### src/rtl/cpu_params_pkg.sv
// Pipeline sizing constants shared by the CPU stages, including the default
// depth of the inter-stage elastic buffer.
package cpu_params_pkg;

  localparam int PIPE_BUF_DEPTH = 2;

  // Pointer width that stays at least one bit wide, so DEPTH = 1 still elaborates.
  function automatic int ptrWidth(input int depth);
    return (depth > 1) ? $clog2(depth) : 1;
  endfunction

endpackage

### src/rtl/pipe_buf_ram.sv
// Storage array for the elastic buffer.
// It has one synchronous write port and one asynchronous read port. The contents are deliberately not reset.
module pipe_buf_ram #(
  parameter int DATA_W = 32,
  parameter int DEPTH  = 2,
  parameter int ADDR_W = 1
) (
  input  logic              clk_in,
  input  logic              we,
  input  logic [ADDR_W-1:0] waddr,
  input  logic [DATA_W-1:0] wdata,
  input  logic [ADDR_W-1:0] raddr,
  output logic [DATA_W-1:0] rdata
);

  logic [DATA_W-1:0] r_mem [DEPTH];

  always_ff @(posedge clk_in) begin
    if (we) begin
      r_mem[waddr] <= wdata;
    end
  end

  assign rdata = r_mem[raddr];

endmodule

### src/rtl/pipe_elastic_buf.sv
// DEPTH-entry valid/rdy elastic buffer between pipeline stages, with a
// synchronous flush. src_rdy is taken from registered state only.
// The optional same-cycle bypass path is enabled by defining PIPE_BUF_BYPASS_EN.
module pipe_elastic_buf
  import cpu_params_pkg::*;
#(
  parameter int DATA_W = 32,
  parameter int DEPTH  = PIPE_BUF_DEPTH
) (
  input  logic                       clk_in,
  input  logic                       reset_in,
  input  logic                       flush_in,
  input  logic                       src_valid,
  input  logic [DATA_W-1:0]          src_data,
  output logic                       src_rdy,
  output logic                       dst_valid,
  output logic [DATA_W-1:0]          dst_data,
  input  logic                       dst_rdy,
  output logic [$clog2(DEPTH+1)-1:0] count_out,
  output logic                       empty_out,
  output logic                       full_out
);

  localparam int PTR_W = ptrWidth(DEPTH);
  localparam int CNT_W = $clog2(DEPTH+1);

  logic [PTR_W-1:0]  r_wrPtr;
  logic [PTR_W-1:0]  r_rdPtr;
  logic [CNT_W-1:0]  r_count;

  logic              w_empty;
  logic              w_full;
  logic              w_bypass;
  logic              w_write;
  logic              w_pop;
  logic [DATA_W-1:0] w_ramData;

  function automatic logic [PTR_W-1:0] incPtr(input logic [PTR_W-1:0] p);
    return (p == PTR_W'(DEPTH-1)) ? '0 : p + PTR_W'(1);
  endfunction

  assign w_empty   = (r_count == '0);
  assign w_full    = (r_count == CNT_W'(DEPTH));
  assign src_rdy   = !w_full;
  assign empty_out = w_empty;
  assign full_out  = w_full;
  assign count_out = r_count;

`ifdef PIPE_BUF_BYPASS_EN
  // An empty buffer hands the incoming item straight through. The item is only stored if downstream stalls.
  assign w_bypass  = w_empty && src_valid && dst_rdy && !flush_in;
  assign dst_valid = (!w_empty || src_valid) && !flush_in;
  assign dst_data  = w_empty ? src_data : w_ramData;
`else
  assign w_bypass  = 1'b0;
  assign dst_valid = !w_empty && !flush_in;
  assign dst_data  = w_ramData;
`endif

  assign w_write = src_valid && !w_full && !flush_in && !w_bypass;
  assign w_pop   = dst_valid && dst_rdy && !w_empty;

  // Flush beats any push or pop in the same cycle and empties the queue on the next edge.
  always_ff @(posedge clk_in or posedge reset_in) begin
    if (reset_in) begin
      r_wrPtr <= '0;
      r_rdPtr <= '0;
      r_count <= '0;
    end else if (flush_in) begin
      r_wrPtr <= '0;
      r_rdPtr <= '0;
      r_count <= '0;
    end else begin
      if (w_write) begin
        r_wrPtr <= incPtr(r_wrPtr);
      end
      if (w_pop) begin
        r_rdPtr <= incPtr(r_rdPtr);
      end
      case ({w_write, w_pop})
        2'b10:   r_count <= r_count + CNT_W'(1);
        2'b01:   r_count <= r_count - CNT_W'(1);
        default: r_count <= r_count;
      endcase
    end
  end

  pipe_buf_ram #(
    .DATA_W (DATA_W),
    .DEPTH  (DEPTH),
    .ADDR_W (PTR_W)
  ) u_ram (
    .clk_in (clk_in),
    .we     (w_write),
    .waddr  (r_wrPtr),
    .wdata  (src_data),
    .raddr  (r_rdPtr),
    .rdata  (w_ramData)
  );

endmodule

### config.mk
export PLATFORM = sky130hd
export DESIGN_NAME = pipe_elastic_buf
export DESIGN_NICKNAME = d
export VERILOG_FILES = /design/src/rtl/cpu_params_pkg.sv /design/src/rtl/pipe_buf_ram.sv /design/src/rtl/pipe_elastic_buf.sv
export SDC_FILE = /design/constraint.sdc
export NUM_CORES = 1
export LEC_CHECK = 0
export ABC_AREA = 1
export CAP_MARGIN = 25
export CORE_MARGIN = 4
export CORE_UTILIZATION = 45
export DETAILED_ROUTE_END_ITERATION = 10
export GPL_ROUTABILITY_DRIVEN = 0
export PLACE_DENSITY = 0.85
export RECOVER_POWER = 25
export SETUP_SLACK_MARGIN = 0.15
export SYNTH_ARGS = -nofsm -noshare
export SYNTH_HDL_FRONTEND = slang
export SYNTH_HIERARCHICAL = 1
export SYNTH_SLANG_ARGS = --single-unit
### constraint.sdc
create_clock -name clk_in -period 5.83 [get_ports clk_in]
set_input_delay 1.166 -clock clk_in [delete_from_list [all_inputs] [get_ports clk_in]]
set_output_delay 1.166 -clock clk_in [all_outputs]
set_load 0.05 [all_outputs]
**Yosys cells after proc, flatten, opt, wreduce, memory -nomap -nowiden**

Memories as Yosys holds them, arrays and structs flattened.
Index checks and enable logic that the tools add are counted.

- Memories: 1
- Bits in registers: 4
- Output and inout port bits: 38
- Input bits: 37
- Memory bits (writable): 64

Memories:

| name | depth | width | rd ports | clocked after memory_dff | write ports | line | text |
|---|---|---|---|---|---|---|---|
| u_ram.r_mem | 2 | 32 | 1 | 0 | 1 | pipe_buf_ram.sv:16 | `logic [DATA_W-1:0] r_mem [DEPTH];` |

- Equality and inequality tests: 3
- Reductions and logical operators: 12
- Add/sub/neg operators: 4
- Mux-type cells: 10

Operators by type and width:

| operator | count |
|---|---|
| two-way mux 1 bit | 8 |
| logical AND 1 bit | 5 |
| == test 2 bit (second input constant) | 2 |
| case mux 2 bit (2 select lines) | 1 |
| nonzero test 2 bit | 2 |
| zero test 1 bit | 3 |
| nonzero test 3 bit | 1 |
| adder 1 bit (second input constant) | 2 |
| adder 2 x 1 -> 2 bit (second input constant) | 1 |
| == test 2 x 1 -> 1 bit (second input constant) | 1 |
| zero test 2 bit | 1 |
| two-way mux 2 bit | 1 |
| subtractor 2 x 1 -> 2 bit (second input constant) | 1 |

**Depth between registers and ports, before layout**

- Word-level depth: 8
- Mapped depth: 9
- Gate-level depth less buffers: 9

**Hierarchy**

Netlist, hierarchy kept.

By module, submodules not included:

| module | times used | area an instance (um^2) | cells each | sequential area each (um^2) |
|---|---|---|---|---|
| pipe_buf_ram | 1 | 2428.6 | 172 | 1921.8 |
| pipe_elastic_buf | 1 | 286.5 | 38 | 100.1 |

**Least setup slack after synthesis**

OpenSTA, ideal clock, no wires.

- Kind: input -> register
- Start: input src_valid
- End: memory u_ram.r_mem[0][0] (enable)
- Path buffers: 0
- Arrival time: 2.800 ns
- Data required time: 5.409 ns
- Stages on the path: 4
- Slack: 2.609 ns
- Path through: nand2_4 > nor2_1 > inv_1 > nor2_1

- Cells in the longest elaborated chain, start to end: 4

Ends and longest elaborated chain:

| item | line | text |
|---|---|---|
| start: declaration | pipe_elastic_buf.sv:13 | `input logic src_valid,` |
| logical AND 1 bit (2 in a row) | pipe_elastic_buf.sv:60 | `assign w_write = src_valid && !w_full && !flush_in && !w_bypass;` |
| named net w_write | pipe_elastic_buf.sv:34 | `logic w_write;` |
| two-way mux 1 bit | pipe_buf_ram.sv:19 | `if (we) begin` |
| two-way mux 1 bit (not written as such) | pipe_buf_ram.sv:20 | `r_mem[waddr] <= wdata;` |
| end: declaration | pipe_buf_ram.sv:16 |  |

The timed path passes the listed nets, and every way through them passes these cells.

**Worst setup path after layout**

- Start: input flush_in
- End: output dst_valid

- Cells in the longest elaborated chain, start to end: 2

Ends and longest elaborated chain:

| item | line | text |
|---|---|---|
| start: declaration | pipe_elastic_buf.sv:12 | `input logic flush_in,` |
| zero test 1 bit | pipe_elastic_buf.sv:56 | `assign dst_valid = !w_empty && !flush_in;` |
| logical AND 1 bit | pipe_elastic_buf.sv:56 |  |
| end: declaration | pipe_elastic_buf.sv:16 | `output logic dst_valid,` |

No other way between the ends.

==> flow_metrics.py <==
metrics = {
    "status": {
        "status": "completed",
    },
    "critical_path": {
        "max_stage_delay_ps": 820,
        "crit_chain": "clkdlybuf4s50_1 > nor2_4 > clkdlybuf4s50_1",
        "cp.arrival_ps": 2730,
        "timing.critical_path.mode_cell": "clkdlybuf4s50_1",
        "crit_path_end_kind": "output pin",
        "crit_path_start_kind": "input port",
        "critPathSlowestCell": "clkdlybuf4s50_1",
        "ff2ff_path_depth": 7,
        "path_class": "input port to output pin",
        "worst_ep_required_time_ps": 4660,
        "path_max_fanout": 4,
    },
    "sta": {
        "timing.hold.ws_ps": 580,
        "period_minus_slack_ps": 3890,
        "finalSetupTns_ps": 0,
        "drv_slew": 0,
        "rsz0062_at_grt": "no",
        "slew_headroom": 0.376,
        "skew_ps": 5.72,
        "fin_crit_sh": 0.667,
        "tightest_slew_ps": 934,
        "clock.fmax_ghz": 0.257,
        "setup_viol": 0,
        "finalHoldViolCount": 0,
    },
    "synth": {
        "syn_avg_cell_area_um2": 12.9,
        "syn_area_um2": 2720,
        "synth_nets": 247,
        "ys_ff_latch": 68,
        "synth_warnings": 6,
        "seq_area_frac_synth": 0.745,
        "synth_cell_type_count": 21,
        "synthCells": 210,
    },
    "floorplanning": {
        "die_h_um": 85.7,
        "die_area_um2": 7340,
        "rows": 28,
        "initial_utilization": 0.461,
        "num_io_pins": 75,
        "die_w_um": 85.7,
        "coreArea_um2": 5890,
    },
    "worst_hold_path": {
        "whs_path_depth": 2,
        "hp-class": "register to register",
    },
    "pwr": {
        "leakage_nw": 1.44,
        "p_total_mw": 1.77,
        "peakVddDrop_mv": 0.364,
        "powerDensity_nw_per_um2": 483,
    },
    "place": {
        "portBuffers": 74,
        "dp.cells": 354,
        "place_area_um2": 3480,
        "hpwl_mm": 3.40,
    },
    "global_route": {
        "antenna_found_initial": 1,
        "track_usage": 0.144,
        "first_global_vias": 1747,
        "grt_overflow": 0,
        "grt_max_degree": 33,
        "grt_first_pass_wirelength_mm": 7.89,
    },
    "route": {
        "first_pass_iters": 4,
        "vias": 1708,
        "routed_wl_mm": 4.98,
        "drtIter0Drc": 98,
        "wl_per_cell_um": 13.4,
        "drcViolationCount": 0,
        "via_per_inst": 4.60,
        "antenna_left": 0,
    },
    "layout": {
        "layout_common_cells": "nand2_1 (98), edfxtp_1 (64), clkdlybuf4s50_1 (53)",
        "final_cell_area_um2": 3670,
        "drive_gt1_frac": 0.125,
        "final_cells": 371,
        "nNetsFinal": 327,
        "area_delta_synth_final_pct": 35.1,
        "layout_commonest_cell": "nand2_1",
    },
    "clock_tree": {
        "cts_root_buffer": "clkbuf_8",
        "clock_path_buffers": 2,
        "insertion_delay_ps": 330,
        "cts_tree": "yes",
        "ctsResizeCount": 0,
        "clkTransAtPathRegs_ps": 70,
        "cts_hold_buf": 0,
        "cts_setup_buffers": 0,
        "h-tree-depth": 3,
        "cts.sinks": 68,
        "numCtsBuffers": 9,
    },
    "flow_run": {
        "maxCapViolCount": 0,
    },
}
## power breakdown
part / switching (mW) / leakage [nW] / internal (mW) / total, mW
sequential: 0.0379 / 0.638 / 0.609 / 0.646
combinational: 0.529 / 0.706 / 0.230 / 0.759
clock: 0.155 / 0.0947 / 0.209 / 0.364
## final timing paths
check / end / startpoint / slack [ps]
min in group asynchronous: count_out[1] / reset_in / 1180
max: dst_valid / flush_in / 1940
max reg2reg: u_ram/r_mem[1][15] / count_out[0] / 3730
max in group asynchronous: r_rdPtr / reset_in / 4500
min reg2reg: count_out[0] / count_out[0] / 580
min: count_out[0] / count_out[0] / 580
## critical path: cells and delay by family
| family | cells | cell delay [ps] |
|---|---|---|
| simple gates | 1 | 200 |
| buf+inv | 2 | 1350 |
## final cells by class
type                    instances  area [µm²]
fillers                       462        2220
repair buffers                 76         756
flip-flops and latches         68        2020
multi-input cells             125         561
diodes                          1        2.50
clock inverters                 2        35.0
inverters                      10        45.0
well taps                      75        93.8
clock buffers                  14         153
## synth_stat cells, drive strengths merged
cell type,n,area share
dfrtp,4,0.037
edfxtp,64,0.71
o21a,1,0.0028
nand4,1,0.0023
nand3,3,0.012
buf,4,0.020
nand2,112,0.17
o21ai,1,0.0018
inv,10,0.017
a21oi,1,0.0032
clkbuf,3,0.015
nor2,6,0.012
## flip-flops by register name, indices dropped and copies added, names as in the netlist
name and count:
u_ram/r_mem 64, count_out 2, r_rdPtr 1, r_wrPtr 1
## metal layers
| layer | global-route usage | part of all wire | up-vias |
|---|---|---|---|
| li1 | - | - | 855 |
| met1 | 0.144 | 0.38 | 781 |
| met2 | 0.258 | 0.53 | 58 |
| met3 | 0.0490 | 0.072 | 14 |
| met4 | 0.0806 | 0.022 | 0 |
| met5 | 0 | 0 | - |
## per-stage QoR
| step | worst slack, ps | util |
|---|---|---|
| finish | 1940 | 0.623 |
| global route | 1890 | 0.623 |
| CTS | 1930 | 0.623 |
| detailed placement | 1940 | 0.591 |
| global placement | 2000 | 0.591 |
| floorplan | 2610 | - |
## kinds of logic after synthesis
family / Yosys count / synth area share
AOI/OAI and AO/OA: 3 / 0.00783
buffers and inverters: 17 / 0.0516
and+or+nand+nor: 122 / 0.196
DFF: 68 / 0.745
(Power assumes the default switching activity.)
==> variant 1, RTL diff (same flow settings) <==
Register the output `count_out` once more; this adds one clock of latency there. The other outputs are not delayed to match.
--- a/src/rtl/pipe_elastic_buf.sv
+++ b/src/rtl/pipe_elastic_buf.sv
@@ -45,5 +45,7 @@
   assign empty_out = w_empty;
   assign full_out  = w_full;
-  assign count_out = r_count;
+  always_ff @(posedge clk_in) begin
+    count_out <= r_count;
+  end
 
 `ifdef PIPE_BUF_BYPASS_EN
Formal check against the unedited RTL: not equivalent (a bounded check fails within 4 cycles, from zero or initial values and one cycle with reset_in high).
==> variant 1 against the original RTL <==
  * Die area rose by 1.5%
  * Wire length fell by 2.8%
  * Worst setup slack improved by 0.045 ns
  * Sequential cell count rose by 2
  * Synthesized area rose by 1.7%
  * Final area barely moved
  * Total power fell by 3.8%
  * Count of clock-buffer cells in the layout fell by 3
  * Critical endpoint unchanged
==> variant 1: results (changes against the original RTL) <==
metric,value,unit,change
Hold Path Class,register to register,,
DPL Wire Length,3397,µm,-0.12%
Fillers,481,,+4.1%
Ant. Diodes,0,,-1
Leak,1.439,nW,about the same
status,"complete, no violations",,
WL/cell,13.06,µm,-2.8%
final net count,329,,+0.61%
vias in the first global route,1716,,-1.8%
async set or reset register ratio after synthesis,5.714,%,-0.17 points
relative slew slack,37.49,%,-0.071 points
clock skew,0.008496,ns,+0.002774 ns
Critical Path AT,2.68,ns,-0.05 ns
CTS Buf Count,9,,unchanged
share of layout cells above drive strength 1,11.15,%,-1.4 points
GRT Util Overall,14.17,%,-0.20 points
Area after DPL,3522,µm²,+1.3%
via density per instance,4.526,,-1.7%
commonest cells in the netlist,"100 x nand2_1, 64 x edfxtp_1, 12 x nand2_2, 8 x inv_1, 4 x dfrtp_1",,
top routing layer in use,met4,,
WL met1,1847,µm,-2.8%
initial antenna violation count,0,,-1
library cells used by synthesis,22,,+4.8%
met3 wire length,264,µm,-26%
first-pass GRT wire length,7859,µm,-0.34%
DRT iter0 DRCs,77,,-21%
variant 1: cell count changes in the layout (fill, tap and decap cells not counted), sizes merged:
cell	delta
clkinv	+3
bufinv	-1
diode	-1
clkbuf	-3
nor2	-2
dfxtp	+2
nand2	+2
variant 1: area by class of cell:
cell class	instances	area (µm²)	share of cell area, %
tap	75	93.84	2.558
inverter	10	45.04	1.228
clock inverter	4	15.01	0.4093
clock buffer	11	131.4	3.581
sequential	70	2062	56.21
timing repair buffer	76	755.7	20.60
multi-input combinational	125	565.5	15.42
variant 1: power by group:
| part | internal, mW | leakage, nW | total [mW] | switching [mW] |
|---|---|---|---|---|
| clock | 0.146 | 0.0733 | 0.297 | 0.151 |
| sequential | 0.626 | 0.654 | 0.667 | 0.0408 |
| combinational | 0.224 | 0.712 | 0.738 | 0.514 |
variant 1: cells by family (layout without fill, tap and decap cells):
logic type	after synthesis	in the layout	share of synthesized area, %
AO/OA/AOI/OAI	3	3	0.7706
flip-flops	70	70	74.71
AND/OR/NAND/NOR	122	122	19.45
buffers and inverters	17	101	5.077
variant 1: worst paths after layout:
| check | slack (ns) | endpoint | start | cells after the start |
|---|---|---|---|---|
| setup / recovery | 1.98 | dst_valid | flush_in | 3 |
| hold / removal | 0.51 | count_out[0] | r_count[0] | 0 |
| setup reg to reg | 3.71 | u_ram/r_mem[1][6] | r_count[0] | 7 |
| hold reg to reg | 0.51 | count_out[0] | r_count[0] | 0 |
| max in group asynchronous | 4.51 | r_wrPtr | reset_in | 2 |
| min in group asynchronous | 1.17 | r_count[1] | reset_in | 2 |
variant 1: routing by layer:
metal  global-route usage, %  vias up
met3                   3.802        9
met2                   25.58       48
li1                        -      860
met4                   8.215        0
met5                       0        -
met1                   14.71      762
variant 1: through the flow:
stage,cells,power [mW]
3_5_place_dp,356,1.429
6_report,371,1.702
4_1_cts,371,1.727
3_3_place_gp,356,1.412
2_1_floorplan,212,1.206
5_1_grt,371,1.792
==> variant 2, RTL diff (same settings) <==
Without the edit above. The option `PIPE_BUF_BYPASS_EN` is turned on by a define.
--- a/src/rtl/pipe_elastic_buf.sv
+++ b/src/rtl/pipe_elastic_buf.sv
@@ -2,4 +2,6 @@
 // synchronous flush. src_rdy is taken from registered state only.
 // The optional same-cycle bypass path is enabled by defining PIPE_BUF_BYPASS_EN.
+`define PIPE_BUF_BYPASS_EN
+
 module pipe_elastic_buf
   import cpu_params_pkg::*;
Function: changed (a bounded check fails within 4 cycles, from zero or initial values and one cycle with reset_in high).
==> variant 2 against the original RTL <==
  * Worst setup slack got worse by 0.15 ns
  * Synthesized area rose by 14%
  * Largest cell class unchanged
  * First-iteration DRC count fell by 9.2%
  * Final area rose by 11%
  * Sequential cell count did not move
  * Synthesized cell count rose by 51%
  * Wire length rose by 26%
  * Via count rose by 32%
Power is not compared: it rests on default switching activity, and its combinational part moved more than twofold at a synthesized area within 25%.
==> variant 2: results (changes against the original RTL) <==
metric,value,unit,change
share of layout cells above drive strength 1,8.040,%,-4.5 points
CTS root buffer,clkbuf_8,,
"Gates resized, CTS repair",0,,unchanged
Hold Path Class,register to register,,
PortBufs,74,,unchanged
clock skew,0.008922,ns,+0.003201 ns
maximum VDD drop,0.0002005,V,
net count after synthesis,355,,+44%
Critical Path AT,2.87,ns,+0.14 ns
WL/cell,13.26,µm,-1.3%
"reg-to-reg slack, setup",3.26,ns,-0.47 ns
number of flip-flops in the largest register,64,,unchanged
GRT Util Overall,15.59,%,+1.2 points
via density per instance,4.743,,+3.0%
largest net degree at the start of global routing,36,,+9.1%
Cells after Synth,318,,+51%
actual slew at the worst max-slew pin,0.9736,ns,+0.03920 ns
sw frac,27.50,%,
clk_lat worst skew,0.33,ns,about the same
"Top FF cell, synth",edfxtp_1,,
CTS Buf Count,9,,unchanged
Ant. Diodes,0,,-1
accumulated negative setup slack,0,ns,unchanged
WL final,6297,µm,+26%
clock slew at reported path FFs,0.07,ns,about the same
Post-synth EDFFs,64,,unchanged
DRT iter0 DRCs,89,,-9.2%
H-tree depth,3,,unchanged
Detailed Routing Iterations Pass 1,4,,unchanged
Post-Place Cells,459,,+30%
Post-CTS Setup Bufs,0,,unchanged
number of synthesis warnings,6,,unchanged
async set or reset register ratio after synthesis,5.882,%,unchanged
WHS,0.6506,ns,+0.07090 ns
Biggest register,u_ram/r_mem,,
initial antenna violation count,0,,-1
Post-Place Worst Slack,1.807,ns,-0.1313 ns
final net count,430,,+31%
library cells used by synthesis,19,,-9.5%
Area after DPL,3844,µm²,+11%
first-pass GRT wire length,10340,µm,+31%
"Seq/Total Area, Yosys",65.19,%,-9.3 points
DPL Wire Length,4112,µm,+21%
Fillers,557,,+21%
top area cells in the synthesized netlist,"edfxtp_1 62%, nand2_1 23%, dfrtp_1 3.2%",,
commonest cells in the netlist,"194 x nand2_1, 64 x edfxtp_1, 11 x nand2_2, 10 x inv_1",,
vias in the first global route,2288,,+31%
Leak,1.715,nW,
clock tree buffer depth,2,,unchanged
Fmax,0.2475,GHz,-3.7%
CP Max Fanout,6,,+2
status,"complete, no violations",,
variant 2: cell types whose count changed after synthesis, moves of 3 or more:
cell     before  now
buf_2         0    6
inv_1         7   10
nand2_1      98  194
o21ai_0       0    3
variant 2: final cells by class:
cell class	count	area (µm²)	share of cell area, %
repair buffers	77	763.2	18.73
flip-flops and latches	68	2022	49.63
well taps	77	96.34	2.365
clock inverters	6	102.6	2.518
clock buffers	10	127.6	3.133
inverters	12	52.55	1.290
multi-input cells	225	909.6	22.33
variant 2: critical path, stage by stage:
cell	delay, ns
clkdlybuf4s50_1	0.55
clkinv_1	0.19
nand2_1	0.13
o21ai_0	0.09
clkdlybuf4s50_1	0.74
variant 2: final timing paths:
check / from / to / cells past startpoint
worst min-delay path: r_wrPtr / r_wrPtr / 2
worst max register to register: count_out[0] / u_ram/r_mem[1][19] / 7
worst min register to register: r_wrPtr / r_wrPtr / 2
min in group asynchronous: reset_in / count_out[0] / 2
worst max-delay path: flush_in / dst_valid / 5
max in group asynchronous: reset_in / count_out[1] / 2
variant 2: layer usage:
metal	wire length [µm]	GRT usage, %
met3	406	5.537
met2	2981	26.85
met1	2811	17.81
met4	98	5.905
met5	0	0
variant 2: cell families (layout without fill, tap and decap cells):
group                  after synthesis  after routing  share of synthesized area [%]
and+or+nand+nor                    218            218                          27.75
AOI/OAI and AO/OA                    7              7                          1.331
DFF                                 68             68                          65.19
buffers and inverters               25            105                          5.728
variant 2: power groups by stage:
stage          clock network (mW)  logic, mW  registers, mW
3_5_place_dp                    0      0.267          0.565
5_1_grt                     0.479      0.279          0.556
4_1_cts                     0.460      0.268          0.555
6_report                    0.447      0.262          0.555
3_3_place_gp                    0      0.263          0.565
2_1_floorplan                   0      0.168          0.566
